--- src/rtl/load_ext_unit_pkg.sv ---
// Shared definitions for the MEM-stage load path: opcode constants, FSM
// states and small decode helpers.
package load_ext_unit_pkg;

  // Load / store major opcodes (instr[31:26]).
  localparam logic [5:0] OP_LB  = 6'b100000;
  localparam logic [5:0] OP_LH  = 6'b100001;
  localparam logic [5:0] OP_LW  = 6'b100011;
  localparam logic [5:0] OP_LBU = 6'b100100;
  localparam logic [5:0] OP_LHU = 6'b100101;
  localparam logic [5:0] OP_SB  = 6'b101000;
  localparam logic [5:0] OP_SH  = 6'b101001;
  localparam logic [5:0] OP_SW  = 6'b101011;

  typedef enum logic [1:0] {
    ST_IDLE = 2'd0,
    ST_WAIT = 2'd1,
    ST_DONE = 2'd2
  } ld_state_e;

  function automatic logic is_load_op(input logic [5:0] op);
    return (op == OP_LW) || (op == OP_LH) || (op == OP_LHU) ||
           (op == OP_LB) || (op == OP_LBU);
  endfunction

  // Word loads need a word-aligned address, halfword loads an even one.
  function automatic logic is_misaligned(input logic [5:0] op, input logic [1:0] lo);
    return ((op == OP_LW) && (lo != 2'b00)) ||
           (((op == OP_LH) || (op == OP_LHU)) && lo[0]);
  endfunction

endpackage

--- src/rtl/load_ext_unit_if.sv ---
// Pipeline + data-memory signals of the load unit.
// Handshake: a request is taken when req_valid=1, the op is an aligned load,
// flush=0 and the unit is idle and not draining; ld_stall is high in that
// cycle and until the response arrives. mem_rd_en is a single-cycle strobe
// with no ready; memory answers later with a one-cycle mem_rvalid.
// ld_valid / ld_misalign / ld_buserr are one-cycle completion pulses.
interface load_ext_unit_if;
  logic        flush;
  logic        req_valid;
  logic [5:0]  req_op;
  logic [31:0] req_addr;
  logic        mem_rd_en;
  logic [31:0] mem_addr;
  logic        mem_rvalid;
  logic [31:0] mem_rdata;
  logic        ld_stall;
  logic        ld_valid;
  logic [31:0] ld_data;
  logic        ld_misalign;
  logic        ld_buserr;

  modport slave (
    input  flush, req_valid, req_op, req_addr, mem_rvalid, mem_rdata,
    output mem_rd_en, mem_addr, ld_stall, ld_valid, ld_data, ld_misalign, ld_buserr
  );

  modport master (
    output flush, req_valid, req_op, req_addr, mem_rvalid, mem_rdata,
    input  mem_rd_en, mem_addr, ld_stall, ld_valid, ld_data, ld_misalign, ld_buserr
  );
endinterface

--- src/rtl/load_ext_unit_extract.sv ---
// Combinational byte/halfword select and sign/zero extension of a read word.
// Also used by the forwarding logic, so it carries no state.
module load_ext_unit_extract
  import load_ext_unit_pkg::*;
(
  input  logic [5:0]  op,
  input  logic [1:0]  addr_lo,
  input  logic [31:0] rdata,
  output logic [31:0] data
);

  logic [7:0]  byte_sel;
  logic [15:0] half_sel;

  // Pick the addressed lane, then extend according to the load flavour.
  always_comb begin
    byte_sel = rdata[7:0];
    case (addr_lo)
      2'd0:    byte_sel = rdata[7:0];
      2'd1:    byte_sel = rdata[15:8];
      2'd2:    byte_sel = rdata[23:16];
      default: byte_sel = rdata[31:24];
    endcase
    half_sel = addr_lo[1] ? rdata[31:16] : rdata[15:0];
    case (op)
      OP_LB:   data = {{24{byte_sel[7]}}, byte_sel};
      OP_LBU:  data = {24'h000000, byte_sel};
      OP_LH:   data = {{16{half_sel[15]}}, half_sel};
      OP_LHU:  data = {16'h0000, half_sel};
      default: data = rdata;
    endcase
  end

endmodule

--- src/rtl/load_ext_unit.sv ---
// MEM-stage load unit: accepts a load, strobes one word read, waits for a
// variable-latency response (bounded by TIMEOUT_CYCLES) and returns the
// extended result. Flush/timeout leave a drain flag so the orphaned response
// of an abandoned read is swallowed.
module load_ext_unit
  import load_ext_unit_pkg::*;
#(
  parameter int TIMEOUT_CYCLES = 64
) (
  input  logic             clk,
  input  logic             rst,
  load_ext_unit_if.slave   bus,
  output ld_state_e        dbg_state
);

  localparam int CW = (TIMEOUT_CYCLES > 2) ? $clog2(TIMEOUT_CYCLES) : 1;

  ld_state_e   state;
  logic [5:0]  op_q;
  logic [1:0]  lo_q;
  logic        drain;
  logic [CW-1:0] cnt;
  logic [31:0] ext_data;
  logic        is_ld;
  logic        misal;
  logic        accept;
  logic        tmo;

  load_ext_unit_extract u_extract (
    .op      (op_q),
    .addr_lo (lo_q),
    .rdata   (bus.mem_rdata),
    .data    (ext_data)
  );

  // Request decode, acceptance and timeout detection.
  always_comb begin
    is_ld  = is_load_op(bus.req_op);
    misal  = is_misaligned(bus.req_op, bus.req_addr[1:0]);
    accept = (state == ST_IDLE) && bus.req_valid && is_ld && !misal &&
             !bus.flush && !drain;
    tmo    = (TIMEOUT_CYCLES != 0) && (cnt == CW'(TIMEOUT_CYCLES - 1));
  end

  // Stall covers the acceptance cycle and the whole wait; a flush in DONE
  // squashes the result pulse.
  assign bus.ld_stall = accept || (state == ST_WAIT);
  assign bus.ld_valid = (state == ST_DONE) && !bus.flush;
  assign dbg_state    = state;

  // Load FSM with registered memory strobe, result and exception pulses.
  always_ff @(posedge clk) begin
    if (rst) begin
      state           <= ST_IDLE;
      op_q            <= '0;
      lo_q            <= '0;
      drain           <= 1'b0;
      cnt             <= '0;
      bus.mem_rd_en   <= 1'b0;
      bus.mem_addr    <= '0;
      bus.ld_data     <= '0;
      bus.ld_misalign <= 1'b0;
      bus.ld_buserr   <= 1'b0;
    end else begin
      bus.mem_rd_en   <= 1'b0;
      bus.ld_misalign <= 1'b0;
      bus.ld_buserr   <= 1'b0;
      case (state)
        ST_IDLE: begin
          if (drain && bus.mem_rvalid) drain <= 1'b0;
          if (accept) begin
            state         <= ST_WAIT;
            bus.mem_rd_en <= 1'b1;
            bus.mem_addr  <= {bus.req_addr[31:2], 2'b00};
            op_q          <= bus.req_op;
            lo_q          <= bus.req_addr[1:0];
            cnt           <= '0;
          end else if (bus.req_valid && is_ld && misal && !bus.flush) begin
            bus.ld_misalign <= 1'b1;
          end
        end
        ST_WAIT: begin
          cnt <= cnt + CW'(1);
          if (bus.mem_rvalid) begin
            // A response coinciding with a flush belongs to the flushed load.
            if (bus.flush) begin
              state <= ST_IDLE;
            end else begin
              bus.ld_data <= ext_data;
              state       <= ST_DONE;
            end
          end else if (bus.flush) begin
            state <= ST_IDLE;
            drain <= 1'b1;
          end else if (tmo) begin
            bus.ld_buserr <= 1'b1;
            drain         <= 1'b1;
            state         <= ST_IDLE;
          end
        end
        ST_DONE: state <= ST_IDLE;
        default: state <= ST_IDLE;
      endcase
    end
  end

endmodule

--- src/flat_wrapper.sv ---
// flat-port wrapper written by rule: the top's interface ports become plain ports
module load_ext_unit_flat import load_ext_unit_pkg::*;
#(
  parameter int TIMEOUT_CYCLES = 64
)
  (clk, rst, dbg_state, bus_flush, bus_req_valid, bus_req_op, bus_req_addr, bus_mem_rvalid, bus_mem_rdata, bus_mem_rd_en, bus_mem_addr, bus_ld_stall, bus_ld_valid, bus_ld_data, bus_ld_misalign, bus_ld_buserr);
  load_ext_unit_if bus_i ();
  input  logic clk;
  input  logic rst;
  output ld_state_e dbg_state;
  input wire logic [$bits(bus_i.flush)-1:0] bus_flush;
  input wire logic [$bits(bus_i.req_valid)-1:0] bus_req_valid;
  input wire logic [$bits(bus_i.req_op)-1:0] bus_req_op;
  input wire logic [$bits(bus_i.req_addr)-1:0] bus_req_addr;
  input wire logic [$bits(bus_i.mem_rvalid)-1:0] bus_mem_rvalid;
  input wire logic [$bits(bus_i.mem_rdata)-1:0] bus_mem_rdata;
  output wire logic [$bits(bus_i.mem_rd_en)-1:0] bus_mem_rd_en;
  output wire logic [$bits(bus_i.mem_addr)-1:0] bus_mem_addr;
  output wire logic [$bits(bus_i.ld_stall)-1:0] bus_ld_stall;
  output wire logic [$bits(bus_i.ld_valid)-1:0] bus_ld_valid;
  output wire logic [$bits(bus_i.ld_data)-1:0] bus_ld_data;
  output wire logic [$bits(bus_i.ld_misalign)-1:0] bus_ld_misalign;
  output wire logic [$bits(bus_i.ld_buserr)-1:0] bus_ld_buserr;
  assign bus_i.flush = bus_flush;
  assign bus_i.req_valid = bus_req_valid;
  assign bus_i.req_op = bus_req_op;
  assign bus_i.req_addr = bus_req_addr;
  assign bus_i.mem_rvalid = bus_mem_rvalid;
  assign bus_i.mem_rdata = bus_mem_rdata;
  assign bus_mem_rd_en = bus_i.mem_rd_en;
  assign bus_mem_addr = bus_i.mem_addr;
  assign bus_ld_stall = bus_i.ld_stall;
  assign bus_ld_valid = bus_i.ld_valid;
  assign bus_ld_data = bus_i.ld_data;
  assign bus_ld_misalign = bus_i.ld_misalign;
  assign bus_ld_buserr = bus_i.ld_buserr;
  load_ext_unit #(.TIMEOUT_CYCLES(TIMEOUT_CYCLES)) u_core (.clk(clk), .rst(rst), .bus(bus_i), .dbg_state(dbg_state));
endmodule
--- config.mk ---
export PLATFORM = sky130hd
export DESIGN_NAME = load_ext_unit_flat
export DESIGN_NICKNAME = d
export VERILOG_FILES = /design/src/rtl/load_ext_unit_pkg.sv /design/src/rtl/load_ext_unit_if.sv /design/src/rtl/load_ext_unit_extract.sv /design/src/rtl/load_ext_unit.sv /design/src/flat_wrapper.sv
export SDC_FILE = /design/constraint.sdc
export NUM_CORES = 1
export LEC_CHECK = 0
export BUFFER_PORTS_ARGS = -buffer_cell sky130_fd_sc_hd__buf_2
export CAP_MARGIN = 20
export CORE_MARGIN = 1
export CORE_UTILIZATION = 35
export DETAILED_ROUTE_END_ITERATION = 8
export GPL_TIMING_DRIVEN = 0
export PLACE_DENSITY = 0.64
export REMOVE_ABC_BUFFERS = 1
export SLEW_MARGIN = 40
export SYNTH_ARGS = -nofsm -noshare
export SYNTH_HDL_FRONTEND = slang
export SYNTH_HIERARCHICAL = 1
export SYNTH_SLANG_ARGS = --single-unit
export TNS_END_PERCENT = 50
--- constraint.sdc ---
create_clock -name clk -period 1.92 [get_ports clk]
set_clock_uncertainty 0.05 [all_clocks]
set_input_delay 0.48 -clock clk [delete_from_list [all_inputs] [get_ports clk]]
set_output_delay 0.48 -clock clk [all_outputs]
set_load 0.02 [all_outputs]
==> impl_metrics.py, run 1 <==
metrics = {
    "drt": {
        "wire_per_inst_um": 15.2,
        "dr_total_vias": 4043,
        "ant_nets": 0,
        "dr.pass1.iters": 4,
        "viasPerCell": 5.24,
        "drt-initial-drc-count": 257,
        "drc_errors": 0,
        "wl_um": 11800,
    },
    "layout": {
        "register_area_um2": 1660,
        "final_core_util_pct": 46.8,
        "final_nets": 698,
        "area.growth.synth_to_final_pct": 30.9,
        "num_antenna_cells": 0,
        "fillCellCount": 1173,
        "final_common_cell": "buf_2",
        "mostFrequentLayoutCells": "141 x buf_2, 84 x nand2_1, 74 x dfxtp_1",
        "multi_input_area_um2": 2480,
        "fin_cells": 772,
        "drive_gt1_share_pct": 35.0,
    },
    "sta": {
        "rsz0062_at_grt": "true",
        "fin_ws_ps": -142,
        "period_minus_slack_ps": 2060,
        "hold_viol": 0,
        "finalSetupViolations": 25,
        "worstMarginPinSlew_ps": 672,
        "drv_slew": 0,
        "fmax_mhz": 485,
        "slew_headroom_pct": 55.1,
        "post-route-period-util_pct": 107,
    },
    "synthesis": {
        "synthDistinctLibCells": 48,
        "synth_top_family_by_area": "simple AND/OR/NAND/NOR gates",
        "seq_area_frac_synth_pct": 38.4,
        "synth_mux_area_share_pct": 16.0,
        "syn_inst": 486,
        "synth_area_um2": 4280,
        "avgSynthCellArea_um2": 8.80,
        "synth_edf_count": 0,
        "ys_ff_latch": 82,
        "yosys.area_share.simple_pct": 25.3,
        "synth_compound_area_share_pct": 13.8,
        "synth_xor_area_share_pct": 0,
        "async_flop_share_pct": 0,
        "synthAdderAreaFrac_pct": 0.293,
        "ys.flop_type": "dfxtp_1",
        "yosysWarnings": 6,
    },
    "pwr": {
        "peakVddDrop_mv": 0.344,
        "cellLeakagePower_nw": 2.36,
        "totalPowerFinal_w": 0.00378,
        "power_per_cell_area_nw_per_um2": 676,
    },
    "worst_hold_path": {
        "hold_depth": 3,
        "min_path_type": "in -> reg",
    },
    "clocking": {
        "cts_htree_levels": 3,
        "ctsHoldBuffers": 0,
        "clkSlewWorstSetupHoldPaths_ps": 60,
        "cts-root-buf": "clkbuf_16",
        "cts_buffers": 9,
        "clk_latency_ps": 330,
        "cts_tree": "built",
        "max-clock-path-buffers": 2,
        "cts_sinks": 82,
    },
    "status": {
        "status": "complete, but fails checks",
        "violations": "setup timing",
    },
    "grt": {
        "grt_max_degree": 86,
        "grt_pass1_vias": 3963,
        "antenna_found_initial": 0,
        "grt_remaining_overflow": 0,
        "grt_usage_pct": 18.8,
        "grt_pass1_wl_um": 19000,
    },
    "critical_path": {
        "critical_path_required_ps": 1390,
        "arrival_ps": 1530,
        "critPathKind": "reg -> out",
        "cp-end-kind": "output pin",
        "cp_max_fo": 4,
        "r2r.worst_path.cells": 6,
        "startpoint_type": "register",
    },
    "floorplan": {
        "initial_utilization_pct": 35.7,
        "die_area_um2": 12700,
        "die_x_um": 113,
        "placementRows": 40,
        "pin_count": 146,
        "fp.coreArea_um2": 12000,
        "dieHeight_um": 113,
    },
    "placed_design": {
        "hpwlAfterDp_um": 7670,
        "post-place-cells": 739,
        "port_buffers": 143,
        "gp_congestion": 0.806,
    },
    "run": {
        "maxCapViolCount": 0,
    },
}
==> sequential cells by signal, summed over array words and instances, names as in the netlist <==
signal and count:
u_core/lo_q 2, u_core/bus.ld_misalign 1, u_core/cnt 6, u_core/dbg_state 2, u_core/bus.mem_addr 30, u_core/bus.ld_buserr 1, u_core/drain 1, u_core/op_q 6
u_core/bus.ld_data 32, u_core/bus.mem_rd_en 1
==> where the power goes <==
part	switching, W	leakage [nW]	internal, W
combinational	0.000170	1.55	0.000176
sequential	0.00000728	0.666	0.00170
clock	0.000664	0.147	0.00106
==> final timing paths <==
check	endpoint	start	slack [ps]
setup / recovery	bus_ld_stall	u_core/dbg_state[1]$_SDFFE_PP0P_	-140
hold / removal	u_core/bus.mem_addr[5]$_SDFFE_PP0P_	bus_req_addr[5]	350
setup reg to reg	u_core/bus.ld_data[7]$_SDFFE_PP0P_	u_core/op_q[4]$_SDFFE_PP0P_	-50
hold reg to reg	u_core/bus.ld_data[5]$_SDFFE_PP0P_	u_core/bus.ld_data[5]$_SDFFE_PP0P_	400
==> logic make-up (layout without fill, tap and decap cells) <==
kind of cell | Yosys count | in the layout
mux | 57 | 57
flops | 82 | 82
compound gates | 93 | 93
simple gates | 205 | 207
other cells | 1 | 2
fa+ha+maj | 1 | 1
buf+inv | 47 | 183
==> area by class of cell <==
class                           count  area share, %
Multi-Input combinational cell    360           44.2
Sequential cell                    82           29.7
Timing Repair Buffer              165           17.3
Clock buffer                       11           4.52
Tap cell                          147           3.29
Clock inverter                      3          0.715
Inverter                            4          0.268
==> metal layers <==
metal | GRT usage, % | wire length (um) | vias to the layer above
met5 | 0 | 0 | -
met2 | 34.1 | 5820 | 155
met3 | 3.51 | 807 | 14
met1 | 21.9 | 4950 | 1916
met4 | 7.02 | 187 | 0
li1 | - | - | 1958
==> Yosys cell counts (2+ instances only) <==
cell type,instances,area [um2]
o21ai_1,11,55.1
a31oi_1,2,12.5
and3_1,9,56.3
buf_4,3,22.5
nor2b_1,6,37.5
buf_6,4,45.0
o211ai_1,7,52.6
nor3b_1,4,30.0
or4_1,2,15.0
nand2b_1,70,438
or3_1,3,18.8
a221o_1,14,140
o21ai_0,10,50.1
buf_2,12,60.1
nand2_1,84,315
nand3_1,4,20.0
inv_1,4,15.0
nor3_1,2,10.0
clkbuf_1,21,78.8
nor3_2,2,20.0
mux2i_1,42,420
a21o_1,2,15.0
a21oi_1,38,190
mux2_2,6,67.6
nor2_1,13,48.8
mux4_2,8,180
dfxtp_1,82,1640
==> timing repair <==
action,in CTS,in global routing
endpoints found under the hold margin,0,0
pin swaps,7,3
gates cloned,2,0
setup endpoints to repair,64,34
resized for setup,19,11
buffers inserted,16,2
==> through the flow <==
stage	instance area [um2]	hold WS [ps]	setup TNS (ps)	setup slack, ps
2_1_floorplan	4030	391	-28990	-468
3_3_place_gp	4930	389	-73560	-1190
3_5_place_dp	5050	394	-23820	-566
4_1_cts	5560	347	-177	-152
5_1_grt	5600	349	-3710	-190
6_report	5600	352	-432	-142
==> worst max-delay path, cell delays in order, from the launching register on <==
cell and delay [ps]:
dfxtp_4 350, nor4b_4 330, o2111ai_4 190, o21ai_2 180, buf_6 140
(Power assumes the default switching activity.)
==> run 2: changes to the inputs <==
BUFFER_PORTS_ARGS = default   (was -buffer_cell sky130_fd_sc_hd__buf_2)
DONT_BUFFER_PORTS = 1   (was default)
GPL_TIMING_DRIVEN = 1   (was 0)
PLACE_DENSITY = 0.54   (was 0.64)
SETUP_SLACK_MARGIN = 0.4   (was default)
==> run 2 against run 1 <==
  * The flow still finishes with violations (setup timing)
  * Register-to-register slack better by 40 ps
  * Via count is 11% lower
  * Fmax is 0.18% higher
  * Routed wire length is 5.0% lower
==> impl_metrics.py, run 2 (synthesis results as in run 1) <==
metrics = {
    "floorplan": {
        "placementRows": 40,
        "die_area_um2": 12700,
        "pin_count": 146,
        "fp.coreArea_um2": 12000,
        "initial_utilization_pct": 35.7,
        "dieHeight_um": 113,
        "die_x_um": 113,
    },
    "critical_path": {
        "path_buf_inv": 2,
        "cp_max_fo": 2,
        "cp-end-kind": "output pin",
        "crit_family": "compound AO/OA/AOI/OAI gates",
        "critPathKind": "reg -> out",
        "r2r-end": "u_core/bus.ld_data[13]$_SDFFE_PP0P_",
        "slowest_delay_ps": 330,
        "cp_cell_sequence": "nor4b_4 > o2111ai_2 > o21ai_1 > buf_4 > buf_6",
        "slowest_stage": "dfxtp_2",
        "startpoint_type": "register",
        "r2r-start": "u_core/op_q[4]$_SDFFE_PP0P_",
        "critical_path_required_ps": 1390,
        "r2r_setup_slack_ps": -10,
        "r2r.worst_path.cells": 7,
        "arrival_ps": 1530,
    },
    "sta": {
        "post-route-period-util_pct": 107,
        "period_minus_slack_ps": 2060,
        "rsz0062_at_grt": "true",
        "fin_setup_tns_ps": -160,
        "finalSetupViolations": 4,
        "fmax_mhz": 486,
        "hold_viol": 0,
        "drv_slew": 0,
        "fin_ws_ps": -138,
        "slew_headroom_pct": 57.8,
        "worstMarginPinSlew_ps": 631,
    },
    "clocking": {
        "cts_buffers": 9,
        "max-clock-path-buffers": 2,
        "cts-root-buf": "clkbuf_16",
        "cts_tree": "built",
        "cts_sinks": 82,
        "clk_latency_ps": 340,
        "cts_htree_levels": 3,
        "clkSlewWorstSetupHoldPaths_ps": 60,
    },
    "placed_design": {
        "gp_congestion": 0.814,
        "hpwlAfterDp_um": 7170,
        "dpl-instance-area_um2": 4510,
        "port_buffers": 0,
        "post-place-ws_ps": -38.1,
    },
    "pwr": {
        "totalPowerFinal_w": 0.00372,
        "cellLeakagePower_nw": 1.95,
        "peakVddDrop_mv": 0.313,
        "power_per_cell_area_nw_per_um2": 690,
    },
    "drt": {
        "met2_length_um": 5160,
        "dr.pass1.iters": 4,
        "wl_um": 11200,
        "drt-met1-wl_um": 4700,
        "viasPerCell": 5.41,
        "top_layer": "met4",
        "dr_total_vias": 3589,
        "wl_met3_um": 1060,
        "wire_per_inst_um": 16.8,
        "drt-initial-drc-count": 194,
        "drc_errors": 0,
        "ant_nets": 0,
    },
    "layout": {
        "drive_gt1_share_pct": 26.9,
        "final_common_cell": "nand2_1",
        "area.growth.synth_to_final_pct": 26.0,
        "fillCellCount": 1170,
        "final_nets": 588,
        "final_core_util_pct": 45.0,
        "num_antenna_cells": 0,
        "largest_registers": "u_core/bus.ld_data (32), u_core/bus.mem_addr (30)",
        "mostFrequentLayoutCells": "83 x nand2_1, 79 x dfxtp_1, 69 x nand2b_1",
        "largest-register": "u_core/bus.ld_data",
        "design_area_um2": 5390,
        "largest_reg_flops": 32,
    },
    "worst_hold_path": {
        "holdPathEnd": "u_core/dbg_state[1]$_SDFFE_PP0P_",
        "hold_depth": 1,
        "min_from": "bus_flush",
        "min_path_type": "in -> reg",
    },
    "grt": {
        "grt_usage_pct": 17.6,
        "antenna_found_initial": 0,
        "grt_remaining_overflow": 0,
        "grt_pass1_vias": 3571,
        "grt_pass1_wl_um": 17700,
        "grt_max_degree": 118,
    },
    "status": {
        "violations": "setup timing",
        "status": "complete, but fails checks",
    },
    "run": {
        "maxCapViolCount": 0,
    },
}
==> run 2: changes by cell type in the layout (fill, tap and decap cells not counted), sizes merged <==
cell,delta
or4b,-2
buf,-109
clkinv,+1
clkinvlp,+1
clkbuf,+1
==> run 2: layout make-up <==
cell class / count / area, um2 / area share, %
inverter: 4 / 15.0 / 0.279
sequential: 82 / 1650 / 30.5
tap: 147 / 184 / 3.41
clock inverter: 5 / 52.6 / 0.975
timing repair buffer: 57 / 653 / 12.1
clock buffer: 11 / 253 / 4.69
multi-input combinational: 358 / 2580 / 48.0
==> run 2: through the flow <==
step | hold WS [ps] | cells
2_1_floorplan | 391 | 444
3_3_place_gp | 401 | 622
3_5_place_dp | 410 | 622
4_1_cts | 132 | 655
5_1_grt | 146 | 664
6_report | 155 | 664
==> run 2: layer usage <==
layer,up-vias,global-route usage (%)
li1,1735,-
met1,1685,20.1
met2,147,29.1
met3,22,6.64
met4,0,8.80
met5,-,0
==> run 2: power by group <==
| part | internal [W] | switching [W] |
|---|---|---|
| clock | 0.00107 | 0.000691 |
| combinational | 0.000137 | 0.0000960 |
| sequential | 0.00171 | 0.0000132 |
| total | 0.00292 | 0.000800 |
==> run 2: worst register-to-register path: stages, from the launching register on <==
cell     delay, ps
dfxtp_2        320
or4b_4         580
buf_12         180
nor4b_4        260
buf_4          190
a221o_1        120
nand2_1         70
a21oi_2        110
==> run 2: repair_timing <==
item / 4_1_cts / 5_1_grt
gates resized for setup: 58 / 27
setup endpoints to repair: 76 / 81
buffers inserted: 13 / 6
cloned: 4 / 3
hold buffers: 0 / 0
pin swaps: 33 / 42
==> run 2: worst max path at each step <==
stage                                     startpoint                             endpoint  slack [ps]  cells past startpoint
CTS                 u_core/dbg_state[0]$_SDFFE_PP0P_                         bus_ld_stall        -150                      5
detailed placement       u_core/op_q[3]$_SDFFE_PP0P_  u_core/bus.ld_data[13]$_SDFFE_PP0P_         -40                      7
floorplan                u_core/op_q[3]$_SDFFE_PP0P_  u_core/bus.ld_data[16]$_SDFFE_PP0P_        -470                      5
finish              u_core/dbg_state[0]$_SDFFE_PP0P_                         bus_ld_stall        -140                      5
global route        u_core/dbg_state[0]$_SDFFE_PP0P_                         bus_ld_stall        -190                      5
global placement         u_core/op_q[3]$_SDFFE_PP0P_  u_core/bus.ld_data[13]$_SDFFE_PP0P_         -20                      7
